==> src/rtl/aether_seq_pkg.sv <==
// Shared types, opcode/subcommand constants and helpers for the aether instruction sequencer.
// Command word layout is {instr[3:0], param_1[3:0], param_2[15:0]}.
package aether_seq_pkg;

  typedef enum logic [1:0] {
    IDLE      = 2'd0,
    ISSUE     = 2'd1,
    WAIT_DONE = 2'd2,
    RESP      = 2'd3
  } seq_state_t;

  typedef struct packed {
    logic [3:0]  instr;
    logic [3:0]  param_1;
    logic [15:0] param_2;
  } aether_cmd_t;

  // Opcodes
  localparam logic [3:0] NOP = 4'h0;
  localparam logic [3:0] RST = 4'h1;
  localparam logic [3:0] WRR = 4'h2;
  localparam logic [3:0] RDR = 4'h3;
  localparam logic [3:0] LDW = 4'h4;
  localparam logic [3:0] CNV = 4'h5;
  localparam logic [3:0] DNS = 4'h6;
  localparam logic [3:0] LIP = 4'h7;

  // Subcommands carried in param_1
  localparam logic [3:0] RST_PART  = 4'h0;
  localparam logic [3:0] RST_FULL  = 4'h1;
  localparam logic [3:0] LDW_STRT  = 4'h0;
  localparam logic [3:0] LDW_CWGT  = 4'h1;
  localparam logic [3:0] LDW_DWGT  = 4'h2;
  localparam logic [3:0] LDW_MOVE  = 4'h3;
  localparam logic [3:0] LDW_CONT  = 4'h4;
  localparam logic [3:0] REG_VERSN = 4'h0;
  localparam logic [3:0] REG_MEMUP = 4'h1;

  // Commands that keep the engine busy until it pulses done.
  function automatic logic is_long_op(aether_cmd_t c);
    logic r;
    r = 1'b0;
    case (c.instr)
      CNV, DNS, LIP: r = 1'b1;
      LDW:           r = (c.param_1 == LDW_CWGT) || (c.param_1 == LDW_DWGT) ||
                         (c.param_1 == LDW_MOVE);
      default:       r = 1'b0;
    endcase
    return r;
  endfunction

endpackage

==> src/rtl/aether_instruct_sequencer_if.sv <==
// Host link of the sequencer: command push channel and register-read response channel.
// Signal names are seen from the sequencer side (slave modport).
interface aether_instruct_sequencer_if;
  import aether_seq_pkg::*;

  logic        cmd_valid_i;
  logic        cmd_ready_o;
  aether_cmd_t cmd_data_i;
  logic        rsp_valid_o;
  logic        rsp_ready_i;
  logic [15:0] rsp_data_o;

  modport slave (
    input  cmd_valid_i, cmd_data_i, rsp_ready_i,
    output cmd_ready_o, rsp_valid_o, rsp_data_o
  );

  modport master (
    output cmd_valid_i, cmd_data_i, rsp_ready_i,
    input  cmd_ready_o, rsp_valid_o, rsp_data_o
  );
endinterface

==> src/rtl/aether_cmd_fifo.sv <==
// Synchronous command FIFO with push/pop/flush; DEPTH must be a power of two.
// Storage is an unreset array so it can map to distributed/block RAM.
module aether_cmd_fifo #(
  parameter int DEPTH = 4,
  parameter int WIDTH = 24
) (
  input  logic             clk_i,
  input  logic             rst_n_i,
  input  logic             push_i,
  input  logic [WIDTH-1:0] data_i,
  input  logic             pop_i,
  input  logic             flush_i,
  output logic [WIDTH-1:0] data_o,
  output logic             full_o,
  output logic             empty_o
);
  localparam int PTR_W = (DEPTH > 1) ? $clog2(DEPTH) : 1;
  localparam int CNT_W = PTR_W + 1;

  logic [WIDTH-1:0] mem_q [DEPTH];
  logic [PTR_W-1:0] wr_ptr_q, rd_ptr_q;
  logic [CNT_W-1:0] count_q, count_d;

  always_ff @(posedge clk_i) begin
    if (push_i) mem_q[wr_ptr_q] <= data_i;
  end

  // A push coinciding with a flush survives the flush.
  always_comb begin
    count_d = count_q;
    if (flush_i) count_d = CNT_W'(push_i);
    else         count_d = count_q + CNT_W'(push_i) - CNT_W'(pop_i);
  end

  always_ff @(posedge clk_i) begin
    if (!rst_n_i) begin
      wr_ptr_q <= '0;
      rd_ptr_q <= '0;
      count_q  <= '0;
    end else begin
      count_q <= count_d;
      if (push_i) wr_ptr_q <= wr_ptr_q + PTR_W'(1);
      if (flush_i)    rd_ptr_q <= wr_ptr_q;
      else if (pop_i) rd_ptr_q <= rd_ptr_q + PTR_W'(1);
    end
  end

  assign data_o  = mem_q[rd_ptr_q];
  assign full_o  = (count_q == CNT_W'(DEPTH));
  assign empty_o = (count_q == '0);
endmodule

==> src/rtl/aether_instruct_sequencer.sv <==
// Command sequencer between host link and instruction decoder: buffers commands,
// issues single-cycle pulses, stalls on long ops. Optional watchdog: AETHER_SEQ_TIMEOUT_EN.
module aether_instruct_sequencer
  import aether_seq_pkg::*;
#(
  parameter int FIFO_DEPTH     = 4,
  parameter int TIMEOUT_CYCLES = 65535
) (
  input  logic                        clk_i,
  input  logic                        rst_n_i,
  aether_instruct_sequencer_if.slave  host,
  output logic [3:0]                  instruction_o,
  output logic [3:0]                  param_1_o,
  output logic [15:0]                 param_2_o,
  input  logic [15:0]                 dec_data_i,
  input  logic                        eng_done_i,
  output logic                        busy_o,
  output logic                        err_timeout_o
);
  localparam logic [1:0] ST_IDLE  = IDLE;
  localparam logic [1:0] ST_ISSUE = ISSUE;
  localparam logic [1:0] ST_WAIT  = WAIT_DONE;
  localparam logic [1:0] ST_RESP  = RESP;

  logic [1:0]  state_q, state_d;
  aether_cmd_t cmd_q;
  logic [15:0] rsp_data_q;
  logic        fifo_full, fifo_empty, fifo_push, fifo_pop, fifo_flush;
  logic [23:0] fifo_rdata;
  logic        timeout_hit;

  assign host.cmd_ready_o = rst_n_i && !fifo_full;
  assign fifo_push        = host.cmd_valid_i && host.cmd_ready_o;

  aether_cmd_fifo #(.DEPTH(FIFO_DEPTH), .WIDTH($bits(aether_cmd_t))) u_fifo (
    .clk_i   (clk_i),
    .rst_n_i (rst_n_i),
    .push_i  (fifo_push),
    .data_i  (host.cmd_data_i),
    .pop_i   (fifo_pop),
    .flush_i (fifo_flush),
    .data_o  (fifo_rdata),
    .full_o  (fifo_full),
    .empty_o (fifo_empty)
  );

  always_comb begin
    state_d    = state_q;
    fifo_pop   = 1'b0;
    fifo_flush = 1'b0;
    case (state_q)
      ST_IDLE: if (!fifo_empty) begin
        fifo_pop = 1'b1;
        state_d  = ST_ISSUE;
      end
      ST_ISSUE: begin
        if (cmd_q.instr == RDR)  state_d = ST_RESP;
        else if (is_long_op(cmd_q)) state_d = ST_WAIT;
        else                     state_d = ST_IDLE;
        fifo_flush = (cmd_q.instr == RST) && (cmd_q.param_1 == RST_FULL);
      end
      ST_WAIT: if (eng_done_i || timeout_hit) state_d = ST_IDLE;
      ST_RESP: if (host.rsp_ready_i) state_d = ST_IDLE;
      default: state_d = ST_IDLE;
    endcase
  end

  always_ff @(posedge clk_i) begin
    if (!rst_n_i) begin
      state_q    <= ST_IDLE;
      cmd_q      <= '0;
      rsp_data_q <= '0;
    end else begin
      state_q <= state_d;
      if (fifo_pop) cmd_q <= aether_cmd_t'(fifo_rdata);
      if (state_q == ST_ISSUE && cmd_q.instr == RDR) rsp_data_q <= dec_data_i;
    end
  end

`ifdef AETHER_SEQ_TIMEOUT_EN
  logic [15:0] wd_cnt_q;
  logic        err_q;

  // Done in the same cycle as expiry takes priority, so no error is raised.
  assign timeout_hit = (state_q == ST_WAIT) && !eng_done_i &&
                       (wd_cnt_q == 16'(TIMEOUT_CYCLES - 1));

  always_ff @(posedge clk_i) begin
    if (!rst_n_i) begin
      wd_cnt_q <= '0;
      err_q    <= 1'b0;
    end else begin
      if (state_q == ST_ISSUE)     wd_cnt_q <= '0;
      else if (state_q == ST_WAIT) wd_cnt_q <= wd_cnt_q + 16'd1;
      if (timeout_hit) err_q <= 1'b1;
    end
  end

  assign err_timeout_o = err_q;
`else
  logic unused_timeout;
  assign unused_timeout = |TIMEOUT_CYCLES;
  assign timeout_hit    = 1'b0;
  assign err_timeout_o  = 1'b0;
`endif

  assign instruction_o    = (state_q == ST_ISSUE) ? cmd_q.instr   : NOP;
  assign param_1_o        = (state_q == ST_ISSUE) ? cmd_q.param_1 : 4'h0;
  assign param_2_o        = (state_q == ST_ISSUE) ? cmd_q.param_2 : 16'h0;
  assign host.rsp_valid_o = (state_q == ST_RESP);
  assign host.rsp_data_o  = rsp_data_q;
  assign busy_o           = (state_q != ST_IDLE) || !fifo_empty;
endmodule

==> src/flat_wrapper.sv <==
// flat-port wrapper written by rule: the top's interface ports become plain ports
module aether_instruct_sequencer_flat import aether_seq_pkg::*;
#(
  parameter int FIFO_DEPTH     = 4,
  parameter int TIMEOUT_CYCLES = 65535
)
  (clk_i, rst_n_i, instruction_o, param_1_o, param_2_o, dec_data_i, eng_done_i, busy_o, err_timeout_o, host_cmd_valid_i, host_cmd_data_i, host_rsp_ready_i, host_cmd_ready_o, host_rsp_valid_o, host_rsp_data_o);
  aether_instruct_sequencer_if host_i ();
  input  logic clk_i;
  input  logic rst_n_i;
  output logic [3:0] instruction_o;
  output logic [3:0] param_1_o;
  output logic [15:0] param_2_o;
  input  logic [15:0] dec_data_i;
  input  logic eng_done_i;
  output logic busy_o;
  output logic err_timeout_o;
  input wire logic [$bits(host_i.cmd_valid_i)-1:0] host_cmd_valid_i;
  input wire logic [$bits(host_i.cmd_data_i)-1:0] host_cmd_data_i;
  input wire logic [$bits(host_i.rsp_ready_i)-1:0] host_rsp_ready_i;
  output wire logic [$bits(host_i.cmd_ready_o)-1:0] host_cmd_ready_o;
  output wire logic [$bits(host_i.rsp_valid_o)-1:0] host_rsp_valid_o;
  output wire logic [$bits(host_i.rsp_data_o)-1:0] host_rsp_data_o;
  assign host_i.cmd_valid_i = host_cmd_valid_i;
  assign host_i.cmd_data_i = host_cmd_data_i;
  assign host_i.rsp_ready_i = host_rsp_ready_i;
  assign host_cmd_ready_o = host_i.cmd_ready_o;
  assign host_rsp_valid_o = host_i.rsp_valid_o;
  assign host_rsp_data_o = host_i.rsp_data_o;
  aether_instruct_sequencer #(.FIFO_DEPTH(FIFO_DEPTH), .TIMEOUT_CYCLES(TIMEOUT_CYCLES)) u_core (.clk_i(clk_i), .rst_n_i(rst_n_i), .host(host_i), .instruction_o(instruction_o), .param_1_o(param_1_o), .param_2_o(param_2_o), .dec_data_i(dec_data_i), .eng_done_i(eng_done_i), .busy_o(busy_o), .err_timeout_o(err_timeout_o));
endmodule
==> config.mk <==
export PLATFORM = sky130hd
export DESIGN_NAME = aether_instruct_sequencer_flat
export DESIGN_NICKNAME = d
export VERILOG_FILES = /design/src/rtl/aether_seq_pkg.sv /design/src/rtl/aether_instruct_sequencer_if.sv /design/src/rtl/aether_cmd_fifo.sv /design/src/rtl/aether_instruct_sequencer.sv /design/src/flat_wrapper.sv
export SDC_FILE = /design/constraint.sdc
export NUM_CORES = 1
export LEC_CHECK = 0
export BUFFER_PORTS_ARGS = -buffer_cell sky130_fd_sc_hd__buf_2
export CAP_MARGIN = 15
export CORE_MARGIN = 10
export CORE_UTILIZATION = 40
export DETAILED_ROUTE_END_ITERATION = 12
export HOLD_SLACK_MARGIN = 0.05
export PLACE_DENSITY = 0.71
export SYNTH_ARGS = -nofsm -noshare
export SYNTH_HDL_FRONTEND = slang
export SYNTH_SLANG_ARGS = --single-unit
==> constraint.sdc <==
create_clock -name clk_i -period 3 [get_ports clk_i]
set_input_delay 0.6 -clock clk_i [delete_from_list [all_inputs] [get_ports clk_i]]
set_output_delay 0.6 -clock clk_i [all_outputs]
set_load 0.01 [all_outputs]
Yosys cells after proc, flatten, opt, wreduce, memory -nomap -nowiden
Memories as Yosys holds them, arrays and structs flattened. A register that Yosys moved wholly into a read port is not among the register bits.
Index checks and enable logic that the tools add are counted.

storage, ports and cells
  register bits = 25
  word-level logic and storage cells = 65
  output and inout port bits = 44
  input port bits = 45
  memories = 1
  memory bits (writable) = 96

memories
  name                 words  bits a word  read ports  clocked after memory_dff  wr ports  line                   source
  u_core.u_fifo.mem_q  4      24           1           1                         1         aether_cmd_fifo.sv:20  logic [WIDTH-1:0] mem_q [DEPTH];

cells by class
  reduce and logical (&&, ||, !) cells = 17
  mux-type cells = 20
  bitwise gates (word level) = 1
  add/subtract/negate cells = 4
  equal/unequal tests = 16

operators by type and width
  operator               count
  $eq A4 B3 Y1 const B   4
  $mux W16               1
  $mux W2                7
  $eq A4 B2 Y1 const B   3
  $eq A4 B1 Y1 const B   2
  $mux W1                8
  $mux W4                2
  $pmux W2 S4            1
  $ne A2 B2 Y1 const B   3
  $add A2 B1 Y2 const B  2
  $eq A2 B2 Y1 const B   2
  $logic_and A1 B1 Y1    4
  $reduce_bool A2 Y1     2
  $add A3 B1 Y3          1
  $eq A3 B3 Y1 const B   1
  $logic_not A1 Y1       3
  $logic_not A3 Y1       1
  $logic_or A1 B1 Y1     3
  $reduce_and A3 Y1      1
  $reduce_or A3 Y1       1
  $sub A3 B1 Y3          1
  $eq A2 B1 Y1 const B   1
  $logic_not A2 Y1       1
  $pmux W1 S2            1
  other kinds (2)        2

Longest topological paths before layout
  depth after elaboration = 9
  depth in mapped cells = 12
  gate-level depth less buffers = 10

Modules after synthesis
From an unflattened synthesis, not the netlist that was laid out.

unflattened totals
  cells, all modules = 399
  area total of the unflattened synthesis = 5911.9 µm²

by module, submodules not included
  module                     sequential area each (µm²)  times used  cells an instance  area an instance (µm²)
  aether_cmd_fifo            3062.9                      1           171                3973.8
  aether_instruct_sequencer  840.8                       1           228                1938.1

Least setup slack after synthesis
No wires, ideal clock.

  kind = register to register
  start point = reg u_core.u_fifo.count_q[0]
  end point = reg u_core.u_fifo.count_q[2]
  cell stages (with the launch flop) = 13
  setup time = 0.115 ns
  buffers on the path = 2
  period minus slack after synthesis = 2.278 ns
  slack = 0.722 ns
  arrival time = 2.163 ns
  cells stage by stage = dfxtp_1 -> nor3_2 -> nand2b_1 -> buf_4 -> clkinv_4 -> buf_6 -> ha_1 -> inv_1 -> ha_1 -> fa_1 -> xnor2_1 -> xnor2_1 -> nor2_1

on the way
  elaborated cells on any way between the ends = 9
  classes of those cells = 2 x add/sub; 1 x eq/ne; 2 x mux; 4 x reduce/logical

RTL lines
  item                      line                             source
  start: declaration        aether_cmd_fifo.sv:22            logic [CNT_W-1:0] count_q, count_d;
  start signal: assignment  aether_cmd_fifo.sv:41            count_q <= count_d;
  $logic_not A3 Y1          aether_cmd_fifo.sv:50            assign empty_o = (count_q == '0);
  $mux W1                   aether_instruct_sequencer.sv:52  ST_IDLE: if (!fifo_empty) begin
  $mux W1                   aether_instruct_sequencer.sv:51  case (state_q)
  net u_core.fifo_pop       aether_instruct_sequencer.sv:28  logic fifo_full, fifo_empty, fifo_push, fifo_pop, fifo_flush;
  $sub A3 B1 Y3             aether_cmd_fifo.sv:32            else count_d = count_q + CNT_W'(push_i) - CNT_W'(pop_i);

The timed path passes the listed nets, and every way through them passes these cells.
A chain may end at the register's enable or synchronous reset.

Final worst setup path
  start point = reg u_core.u_fifo.count_q[1]
  end point = reg u_core.u_fifo.count_q[2]

on the way
  cells in the longest elaborated chain, start to end = 6
  elaborated cells on any way between the ends = 9
  classes of those cells = 2 x add/sub; 1 x eq/ne; 2 x mux; 4 x reduce/logical

RTL lines
  item                 line                             source
  $eq A3 B3 Y1         aether_cmd_fifo.sv:49            assign full_o = (count_q == CNT_W'(DEPTH));
  $logic_not A1 Y1     aether_instruct_sequencer.sv:32  assign host.cmd_ready_o = rst_n_i && !fifo_full;
  $logic_and A1 B1 Y1  aether_instruct_sequencer.sv:32
  $logic_and A1 B1 Y1  aether_instruct_sequencer.sv:33  assign fifo_push = host.cmd_valid_i && host.cmd_ready_o;
  $add A3 B1 Y3        aether_cmd_fifo.sv:32
  $sub A3 B1 Y3 *      aether_cmd_fifo.sv:32

Mark *: on every way between the ends. The rest lies on a longest branch, timed or not.

==> metrics <==
I/O Buffers 87; gpl congestion 0.809; # DRC 0; Synth Flop Type edfxtp_1; Post-DP Area 6360 µm²; initial antenna violation count 2; Post-synth ARST share 0%; Netlist cell types 39; total wire length 12,000 µm; Layout Nets 542; detailed placement HPWL 7980 µm; post-CTS setup repair buffer count 0; post-route antenna net violation count 0; die area 19,700 µm²; Worst-Skew Late Latency 0.41 ns; Max Root-Sink Buffers 2; CTS Buf Count 17; num ports 89; Critical Path End Type flop; all-layer global routing usage 12.5%; largest family of logic cells by synthesized area simple AND/OR/NAND/NOR gates; H-Tree Depth 4; wire per inst 17.5 µm; crit start category flop; Initial DRT Pass Iterations 5; most frequent cells in the layout edfxtp_1, buf_2, nand2_1, dfxtp_1, and2_1; largest net degree at the start of global routing 50; Compound-Gate Fraction of Synth Area 7.25%; Rows 43; DIE WIDTH 140 µm; total grt overflow 0; Post-Syn Instances 398; PostCTS Resize Cnt 0; period utilisation layout 81.7%; Seq/Total Area, Yosys 66.6%; root buf cell clkbuf_16; FF-to-FF setup slack 0.55 ns; Clock Skews 0.00875 ns; Clk pin slew, worst setup/hold paths 0.06 ns; final setup fails 0; CTS Sinks 145; hold slack 0.399 ns; top cells by area, synth edfxtp_1, dfxtp_1, mux4_2, nand2_1, and2_1; Worst IR Drop VDD 0.000600 V; most common cell after layout, fill and taps aside edfxtp_1; Lkg Pwr 2.58 nW; Inst Count DP 651; mapped cell area 5800 µm²; Achievable Freq 408 MHz; synthesized flop and latch total 145; Crit Path Category reg -> reg; slew at the pin with the worst max-slew slack 0.627 ns; mux cell area share after synthesis 9.55%; Syn Area/Cell 14.6 µm²; vias in the first global route 3,551; Worst EP required 3.31 ns; Synth Area in XOR/XNOR 0.755%; die height 140 µm; first-pass GRT wire length 19,400 µm; unrepaired setup endpoints after global routing no; overall power 0.00601 W; CP Data Arrival Time 2.76 ns; CTS Hold Bufs 0; max_slew headroom 58.2%; Max Cap Violations 0; Synth warnings 0; CP max FO 26; Post-synth EDFFs 96; adder-cell share of the synthesized area 1.64%; Via density 5.01; layout cells sized above 1 32.8%; top-area cell type share of the netlist area 49.7%; starting density of the core 41.3%; TritonCTS clock tree done; Core Region 14,000 µm²; simple-gate portion of the synthesized area 10.5%; Cell Count, Final, Fillers Out 685; fin area 6960 µm²; post-synth top area cell edfxtp_1; final setup TNS 0 ns; Min Clock Period, post-route 2.45 ns; final hold vios 0; Hold Path Class in -> reg; area grow syn2layout 20.0%; number of max-slew violations in the final report 0; PD cells 863 nW/µm²; Vias 3,432; run status complete, no violations; Syn Nets 450; Initial DRC Count 232
[state kept, by name (all words and copies together), names as in the netlist]
register	cells
u_core.state_q	2
u_core.u_fifo.count_q	3
u_core.u_fifo.rd_ptr_q	2
u_core.cmd_q	24
u_core.u_fifo.wr_ptr_q	2
u_core.u_fifo.mem_q	96
u_core.host.rsp_data_o	16
[final cells by class]
type                       instances  area, µm²
multi-input combinational        220       1730
inverter                          10       42.5
clock inverter                    14        165
clock buffer                      18        429
fill                            1180       7080
antenna                            2       5.00
sequential                       145       3860
tap                              180        225
timing repair buffer              96        503
[power breakdown]
group          leakage [nW]  switching, W  internal [W]
sequential             1.27      0.000194       0.00238
clock                 0.280      0.000793       0.00130
combinational          1.03      0.000743      0.000598
[cell usage after synthesis, types with 2 or more instances]
cell type  count
and3_1         2
a21boi_2      10
buf_2          4
edfxtp_1      96
a21boi_0      13
xnor2_1        5
nor2_1         3
a21oi_1        5
a21boi_1      18
clkbuf_1       7
dfxtp_1       49
buf_6          6
o21ai_0        3
inv_1          9
mux4_2        23
nand2_1       84
buf_4          5
ha_1           6
and2_1        30
[worst paths after layout]
path | start | end | cells after the start
worst max-delay path | u_core.u_fifo.count_q[1] | u_core.u_fifo.count_q[2] | 10
worst max register to register | u_core.u_fifo.count_q[1] | u_core.u_fifo.count_q[2] | 10
worst min-delay path | host_cmd_data_i[8] | u_core.u_fifo.mem_q[3][8] | 1
worst min register to register | u_core.cmd_q[8] | u_core.cmd_q[8] | 2
[metrics by stage]
stage / worst slack, ns / util, %
final: 0.550 / 49.6
after global routing: 0.381 / 49.6
after CTS: 0.529 / 49.6
after detailed placement: 0.517 / 45.3
after global placement: 0.601 / 45.3
after floorplan: 0.722 / -
[cell families (layout without fill, tap and decap cells)]
| family | after synthesis | in the layout |
|---|---|---|
| AOI/OAI and AO/OA | 53 | 53 |
| adders and majority gates | 7 | 7 |
| muxes | 25 | 25 |
| other | 1 | 3 |
| and+or+nand+nor | 129 | 129 |
| DFF | 145 | 145 |
| buffers and inverters | 33 | 138 |
| xor gates and xnor gates | 5 | 5 |
[worst max-delay path, stage by stage (launching register included)]
cell and delay [ns]:
dfxtp_1 0.37, nor3_2 0.24, nand2b_1 0.21, clkinv_4 0.22
ha_1 0.35, inv_1 0.04, ha_1 0.18, fa_1 0.37
xnor2_1 0.17, xnor2_1 0.14, nor2_1 0.05
[metal layers]
layer  vias to the layer above  GRT usage (%)  wire [µm]
met1                      1681           15.3       5260
met4                         0           4.46        133
met2                       120           18.9       5390
li1                       1621              -          -
met3                        10           5.92       1230
met5                         -              0          0
(Power assumes the default switching activity.)
